## src/rtl/bus_ctrl_pkg.sv

```systemverilog
// Shared types and defaults for the 68000 bus acknowledge logic.
// Region codes, FSM states and default wait-state constants.
package bus_ctrl_pkg;

   typedef enum logic [2:0] {
      REG_NONE,
      REG_ROM,
      REG_RAM,
      REG_IO,
      REG_CAN,
      REG_DRAM,
      REG_GFX
   } region_t;

   typedef enum logic [1:0] {
      IDLE,
      WAIT,
      ACK,
      ERR
   } state_t;

   localparam int unsigned DEF_ROM_WAIT = 1;
   localparam int unsigned DEF_RAM_WAIT = 1;
   localparam int unsigned DEF_IO_WAIT  = 3;
   localparam int unsigned DEF_CAN_WAIT = 7;
   localparam int unsigned DEF_TIMEOUT  = 255;
   localparam int unsigned DEF_CNT_W    = 8;

   // Regions acknowledged by a local wait counter rather than an external ack.
   function automatic logic is_fixed(region_t r);
      return (r == REG_ROM) || (r == REG_RAM) ||
             (r == REG_IO)  || (r == REG_CAN);
   endfunction

endpackage

```

## src/rtl/bus_region_encoder.sv

```systemverilog
// Priority encoder from address decoder selects to a region code.
// ROM > RAM > IO > CAN > DRAM > GRAPHICS > NONE.
module bus_region_encoder
   import bus_ctrl_pkg::*;
(
   input  logic    rom_sel_i,
   input  logic    ram_sel_i,
   input  logic    io_sel_i,
   input  logic    can_sel_i,
   input  logic    dram_sel_i,
   input  logic    gfx_cs_l_i,
   output region_t region_o
);

   // Highest-priority active select wins.
   always_comb begin
      region_o = REG_NONE;
      if (rom_sel_i)
         region_o = REG_ROM;
      else if (ram_sel_i)
         region_o = REG_RAM;
      else if (io_sel_i)
         region_o = REG_IO;
      else if (can_sel_i)
         region_o = REG_CAN;
      else if (dram_sel_i)
         region_o = REG_DRAM;
      else if (!gfx_cs_l_i)
         region_o = REG_GFX;
   end

endmodule

```

## src/rtl/bus_dtack_controller.sv

```systemverilog
// DTACK/BERR generator for one 68000 bus: fixed wait-states for
// on-chip regions, pass-through ack for DRAM/graphics, timeout BERR.
module bus_dtack_controller
   import bus_ctrl_pkg::*;
#(
   parameter int unsigned ROM_WAIT = DEF_ROM_WAIT,
   parameter int unsigned RAM_WAIT = DEF_RAM_WAIT,
   parameter int unsigned IO_WAIT  = DEF_IO_WAIT,
   parameter int unsigned CAN_WAIT = DEF_CAN_WAIT,
   parameter int unsigned TIMEOUT  = DEF_TIMEOUT,
   parameter int unsigned CNT_W    = DEF_CNT_W
) (
   input  logic Clk,
   input  logic Reset_L,
   input  logic AS_L,
   input  logic UDS_L,
   input  logic LDS_L,
   input  logic OnChipRomSelect_H,
   input  logic OnChipRamSelect_H,
   input  logic IOSelect_H,
   input  logic CanBusSelect_H,
   input  logic DramSelect_H,
   input  logic GraphicsCS_L,
   input  logic DramDtack_L,
   input  logic GraphicsDtack_L,
   output logic DTACK_L,
   output logic BERR_L,
   output logic BusBusy_H
);

   region_t            region_w;
   region_t            region_q;
   state_t             state_q;
   logic [CNT_W-1:0]   wcnt_q;
   logic [CNT_W-1:0]   wcnt_d;
   logic [CNT_W-1:0]   wload_d;
   logic [CNT_W-1:0]   tcnt_q;
   logic [CNT_W-1:0]   tcnt_d;
   logic               dtack_q;
   logic               berr_q;
   logic               busy_q;
   logic               start_w;
   logic               ack_hit_w;
   logic               timeout_w;

   bus_region_encoder u_enc (
      .rom_sel_i  (OnChipRomSelect_H),
      .ram_sel_i  (OnChipRamSelect_H),
      .io_sel_i   (IOSelect_H),
      .can_sel_i  (CanBusSelect_H),
      .dram_sel_i (DramSelect_H),
      .gfx_cs_l_i (GraphicsCS_L),
      .region_o   (region_w)
   );

   // Cycle-start detect and the wait value for the region being entered.
   always_comb begin
      start_w = !AS_L && (!UDS_L || !LDS_L);
      wload_d = '0;
      case (region_w)
         REG_ROM: wload_d = CNT_W'(ROM_WAIT);
         REG_RAM: wload_d = CNT_W'(RAM_WAIT);
         REG_IO:  wload_d = CNT_W'(IO_WAIT);
         REG_CAN: wload_d = CNT_W'(CAN_WAIT);
         default: wload_d = '0;
      endcase
   end

   // Ack source for the latched region, plus counter next values.
   always_comb begin
      ack_hit_w = 1'b0;
      if (is_fixed(region_q))
         ack_hit_w = (wcnt_q == '0);
      else if (region_q == REG_DRAM)
         ack_hit_w = !DramDtack_L;
      else if (region_q == REG_GFX)
         ack_hit_w = !GraphicsDtack_L;
      wcnt_d    = (wcnt_q != '0) ? wcnt_q - 1'b1 : wcnt_q;
      tcnt_d    = tcnt_q + 1'b1;
      timeout_w = (tcnt_d == CNT_W'(TIMEOUT));
   end

   // Bus cycle FSM with registered DTACK/BERR/busy outputs.
   always_ff @(posedge Clk) begin
      if (!Reset_L) begin
         state_q  <= IDLE;
         region_q <= REG_NONE;
         wcnt_q   <= '0;
         tcnt_q   <= '0;
         dtack_q  <= 1'b1;
         berr_q   <= 1'b1;
         busy_q   <= 1'b0;
      end else begin
         unique case (state_q)
            IDLE: begin
               dtack_q <= 1'b1;
               berr_q  <= 1'b1;
               if (start_w) begin
                  state_q  <= WAIT;
                  region_q <= region_w;
                  wcnt_q   <= wload_d;
                  tcnt_q   <= '0;
                  busy_q   <= 1'b1;
               end
            end
            WAIT: begin
               // A released strobe aborts silently; ack beats timeout.
               if (AS_L) begin
                  state_q <= IDLE;
                  busy_q  <= 1'b0;
               end else if (ack_hit_w) begin
                  state_q <= ACK;
                  dtack_q <= 1'b0;
               end else if (timeout_w) begin
                  state_q <= ERR;
                  berr_q  <= 1'b0;
               end else begin
                  tcnt_q <= tcnt_d;
                  wcnt_q <= wcnt_d;
               end
            end
            ACK, ERR: begin
               if (AS_L) begin
                  state_q <= IDLE;
                  dtack_q <= 1'b1;
                  berr_q  <= 1'b1;
                  busy_q  <= 1'b0;
               end
            end
         endcase
      end
   end

   assign DTACK_L   = dtack_q;
   assign BERR_L    = berr_q;
   assign BusBusy_H = busy_q;

endmodule

```

## config.mk

```make
export PLATFORM = sky130hd
export DESIGN_NAME = bus_dtack_controller
export DESIGN_NICKNAME = d
export VERILOG_FILES = /design/src/rtl/bus_ctrl_pkg.sv /design/src/rtl/bus_region_encoder.sv /design/src/rtl/bus_dtack_controller.sv
export SDC_FILE = /design/constraint.sdc
export NUM_CORES = 1
export LEC_CHECK = 0
export ABC_CLOCK_PERIOD_IN_PS = 3260
export BUFFER_PORTS_ARGS = -buffer_cell sky130_fd_sc_hd__buf_2
export CAP_MARGIN = 20
export CELL_PAD_IN_SITES_DETAIL_PLACEMENT = 1
export CELL_PAD_IN_SITES_GLOBAL_PLACEMENT = 1
export CORE_MARGIN = 2
export CORE_UTILIZATION = 30
export DETAILED_ROUTE_END_ITERATION = 6
export PLACE_DENSITY_LB_ADDON = 0.1
export SLEW_MARGIN = 20
export SYNTH_ARGS = -nofsm -noshare
export SYNTH_HDL_FRONTEND = slang
export SYNTH_SLANG_ARGS = --single-unit
```

## constraint.sdc

```tcl
create_clock -name Clk -period 3.26 [get_ports Clk]
set_input_delay 0.652 -clock Clk [delete_from_list [all_inputs] [get_ports Clk]]
set_output_delay 0.652 -clock Clk [all_outputs]
set_load 0.05 [all_outputs]
```

Yosys cells after proc, flatten, opt, wreduce, memory -nomap -nowiden

Cells that the tools add are included.

Output and inout port bits: 3
Bits of input ports: 13
Logic and storage cells: 95
Bits in registers: 24

Multiplexer cells: 38
Add/subtract/negate cells: 2
Reduce and logical (&&, ||, !) cells: 24
Equal/unequal tests: 24

Operator list:

| cell                | number |
|---|---|
| $mux 8              | 9 |
| $pmux 8 s2          | 2 |
| $mux 3              | 6 |
| $ne 2x2->1 const B  | 8 |
| $eq 3x2->1 const B  | 4 |
| $eq 3x3->1 const B  | 4 |
| $mux 1              | 11 |
| $mux 2              | 5 |
| $pmux 3 s3          | 1 |
| $add 8x1->8 const B | 1 |
| $eq 8x8->1 const B  | 1 |
| $logic_not 8->1     | 1 |
| $reduce_bool 8->1   | 1 |
| $sub 8x1->8 const B | 1 |
| $eq 3x1->1 const B  | 2 |
| $pmux 1 s3          | 2 |
| $pmux 2 s3          | 1 |
| $reduce_and 3->1    | 2 |
| $reduce_and 6->1    | 1 |
| $logic_not 1->1     | 5 |
| $reduce_and 5->1    | 1 |
| $eq 2x2->1 const B  | 2 |
| $logic_or 1x1->1    | 4 |
| $ne 4x4->1 const B  | 1 |
| other kinds (10)    | 12 |

Logic depth before layout (Yosys ltp)

Word-level depth: 11
Depth in mapped cells: 9

By module

Synthesis repeated with hierarchy kept, for this count alone.

Cells, all modules: 191
Area, all modules: 1480.2 um^2

By module, submodules not included:

| module               | instances | area each (um^2) | seq. area each (um^2) | cells each |
|---|---|---|---|---|
| bus_dtack_controller | 1         | 1426.4           | 480.5                 | 183 |
| bus_region_encoder   | 1         | 53.8             | 0.0                   | 8 |

Worst setup path before layout

OpenSTA, ideal clock, no wires.

Path type: register to register
Start: register tcnt_q[0]
End: register wcnt_q[2]
Slack: 1.169 ns
Stages on the path, launching flop included: 10
Buffers on the path: 2
Data arrival time: 1.969 ns
Required time: 3.138 ns
Path through: dfxtp_1 > ha_1 > clkbuf_2 > nand3b_1 > nor4b_2 > nor3b_2 > o21ai_2 > buf_4 > a21oi_1 > o2bb2a_1

Word-level cells in the longest chain between the ends: 4

Ends and longest elaborated chain:

| element                           | RTL line                    | text |
|---|---|---|
| start, declared                   | bus_dtack_controller.sv:37  | `logic [CNT_W-1:0] tcnt_q;` |
| start signal, assigned            | bus_dtack_controller.sv:118 | `tcnt_q <= tcnt_d;` |
| $add 8x1->8                       | bus_dtack_controller.sv:79  | `tcnt_d = tcnt_q + 1'b1;` |
| $eq 8x8->1                        | bus_dtack_controller.sv:80  | `timeout_w = (tcnt_d == CNT_W'(TIMEOUT));` |
| $ne 2x2->1 (no source line)       | n/a                         |  |
| $reduce_and 6->1 (no source line) | n/a                         |  |
| end signal, assigned              | bus_dtack_controller.sv:101 | `wcnt_q <= wload_d;` |
| end signal, assigned              | bus_dtack_controller.sv:119 | `wcnt_q <= wcnt_d;` |
| end, declared                     | bus_dtack_controller.sv:34  | `logic [CNT_W-1:0] wcnt_q;` |

No other way between the ends.
A chain may end at the register's enable or synchronous reset.

Final worst setup path

Start: register tcnt_q[1]
End: register tcnt_q[2]

Word-level cells in the longest chain between the ends: 5
Elaborated cells between the ends (all ways): 8
Classes of those cells: add/sub: 1; eq/ne: 2; mux: 4; reduce/logical: 1

Ends and longest elaborated chain:

| element                                            | RTL line |
|---|---|
| $add 8x1->8 *                                      | bus_dtack_controller.sv:79 |
| branches (longest 4 deep; another with $eq 8x8->1) | n/a |

Every way passes the cells marked *. The select of a mux whose other input is x is not followed.

==> run summary <==
HPWL after DPL: 3.825 mm
leakage: 0.6547 nW
reg2reg start: tcnt_q[1]$_SDFFE_PN0P_
1st-iter DRT viols: 115
clk root buf: clkbuf_8
slack of the worst reg-to-reg path: 0.72 ns
worst vdd ir: 0.1865 mV
die area: 6172 um^2
Total Power: 0.7491 mW
Post-CTS Resized: 0
setup bufs post-CTS: 0
Clock Tree Buf Depth: 2
Slew Viols, Final: 0
vias per cell: 5.603
Die Y: 78.56 um
Most used DFF post-synth: dfxtp_1
first-pass GRT wire length: 8.556 mm
hold buffers post-CTS: 0
Area contributors post-synth: dfxtp_1 29%, a21oi_1 6.0%, nand2_1 4.7%
clock-pin transition on the worst setup and hold timing paths: 0.10 ns
relative max-transition margin: 0.5554
GR Overflow Total: 0
Post-Syn Instances: 217
status: finished, final reports clean
met3 Usage GRT: 0.01724
DRC: 0
largest net degree at the start of global routing: 18
initial antenna violation count: 0
IO Pins: 16
fin crit period: 2.544 ns
layout cells sized above 1: 0.1447
global routing's busiest layer: met2
RSZ-0062 raised after global routing: no
Placer Congestion: 0.8126
pre-CTS setup slack: 0.7362 ns
GRT Total Usage: 0.1751
clk_lat worst skew: 0.27 ns
final hold vios: 0
Hold Slack: 0.4856 ns
Yosys warning count: 0
CP endpoint kind: flop
maximum clock frequency: 393.0 MHz
Final Core Density: 0.3435
# fillers: 689
FP Rows: 27
Post-synth ARST share: 0
placed cells: 296
Fin Clk Skew: 0.002213 ns
Final WS setup: 0.7158 ns
Hold/Removal Path Class: reg2reg
die width: 78.56 um
total CTS buffers: 3
Pre-Repair DR Iteration Count: 4
CTS tree: done
Hold Crit Start: BERR_L$_SDFFE_PN1P_
startpoint types: flop
#FFs+latches synth: 24
Cell Count, Final, Fillers Out: 300
syn_nets: 234
synth-to-layout area growth: 12.00%
commonest non-fill, non-tap cell in the layout: dfxtp_1
synthesized area per cell: 7.686 um^2
post-route clock period utilization: 0.7804
commonest cells after routing, fill and taps aside: 24 x dfxtp_1, 21 x nand2_1, 20 x a21oi_1, 20 x nor2_1, 15 x buf_2
GR Util met2: 0.2915
final WL: 5.105 mm
starting density of the core: 0.3066
slew at the pin closest to its max-slew limit: 0.6609 ns
clock sink count: 24
Diodes inserted: 0
wire length per cell: 17.02 um
CP required: 3.46 ns
htree depth: 1
sequential share of the synthesized area: 0.2881
setup violators final: 0
Post-synth EDFFs: 0
total number of vias: 1681
post-synth top area share: 0.2881
core area: 5439 um^2
crit path launch: tcnt_q[1]$_SDFFE_PN0P_
IO Port Bufs: 15
Post-DP Area: 1797 um^2
CP Max Fanout: 17
Finished Cell Area: 1868 um^2
vias in the first global route: 1648
largest area contributor in the netlist: dfxtp_1
Synth Cell Area: 1668 um^2
met1 GRT Util: 0.2376
Max Cap Violations: 0
Setup CP Type: reg2reg
worst path arrival time: 2.75 ns
Distinct cells, synth: 54
pwr dens: 401.0 nW/um^2
fin nets: 246
setup TNS: 0 ns
Routed Antenna Nets: 0
[cell usage after synthesis (3+ instances only)]
master,instances
a21oi_1,20
a31oi_1,5
buf_4,3
clkbuf_1,5
dfxtp_1,24
ha_1,4
inv_1,12
nand2_1,21
nand2b_1,3
nand3_1,5
nand4_1,4
nand4b_1,3
nor2_1,20
nor3_1,9
nor3b_1,3
nor4_1,6
o211ai_1,5
o21ai_0,9
o22ai_1,3
o32ai_1,4
or3_1,5
or4_1,7
[metal layers]
layer  vias to the layer above  wire length (um)
met2                        22              2412
met1                       815              2532
li1                        840                 -
met4                         0                53
met5                         -                 0
met3                         4               106
[state kept, by name (all words and copies together), names as in the netlist]
register   count
region_q       3
tcnt_q         8
BERR_L         1
wcnt_q         8
BusBusy_H      1
state_q        2
DTACK_L        1
[worst max-delay path, stage by stage (launching register included)]
cell and delay [ns]:
dfxtp_1 0.48, ha_1 0.35, nand3b_1 0.19, o22ai_1 0.08, o2bb2ai_1 0.37, o21ai_2 0.27, or4_1 0.56, a31oi_1 0.16
[kinds of logic after synthesis]
logic type / count (synthesis) / synth area share
xor gates and xnor gates: 1 / 0.005252
and+or+nand+nor: 102 / 0.3518
buffers and inverters: 22 / 0.05776
muxes: 2 / 0.01275
AOI/OAI and AO/OA: 62 / 0.2543
adders and majority gates: 4 / 0.03001
DFF: 24 / 0.2881
[power by group]
part / switching, mW / internal (mW)
combinational: 0.105 / 0.0547
sequential: 0.0112 / 0.303
clock: 0.111 / 0.164
[path summary, 6_finish.rpt]
| path | endpoint | cells after the start |
|---|---|---|
| worst min-delay path | BERR_L$_SDFFE_PN1P_ | 2 |
| worst min register to register | BERR_L$_SDFFE_PN1P_ | 2 |
| worst max register to register | tcnt_q[2]$_SDFFE_PN0P_ | 7 |
| worst max-delay path | tcnt_q[2]$_SDFFE_PN0P_ | 7 |
[final cells by class]
type / instances / area, um^2 / share of cell area
Clock inverter: 1 / 30.03 / 0.01608
Multi-Input combinational cell: 171 / 1091 / 0.5841
Inverter: 12 / 45.04 / 0.02411
Timing Repair Buffer: 17 / 90.09 / 0.04823
Clock buffer: 3 / 41.29 / 0.02210
Tap cell: 72 / 90.09 / 0.04823
Sequential cell: 24 / 480.5 / 0.2572
No activity file was read; power rests on OpenSTA's default activity.
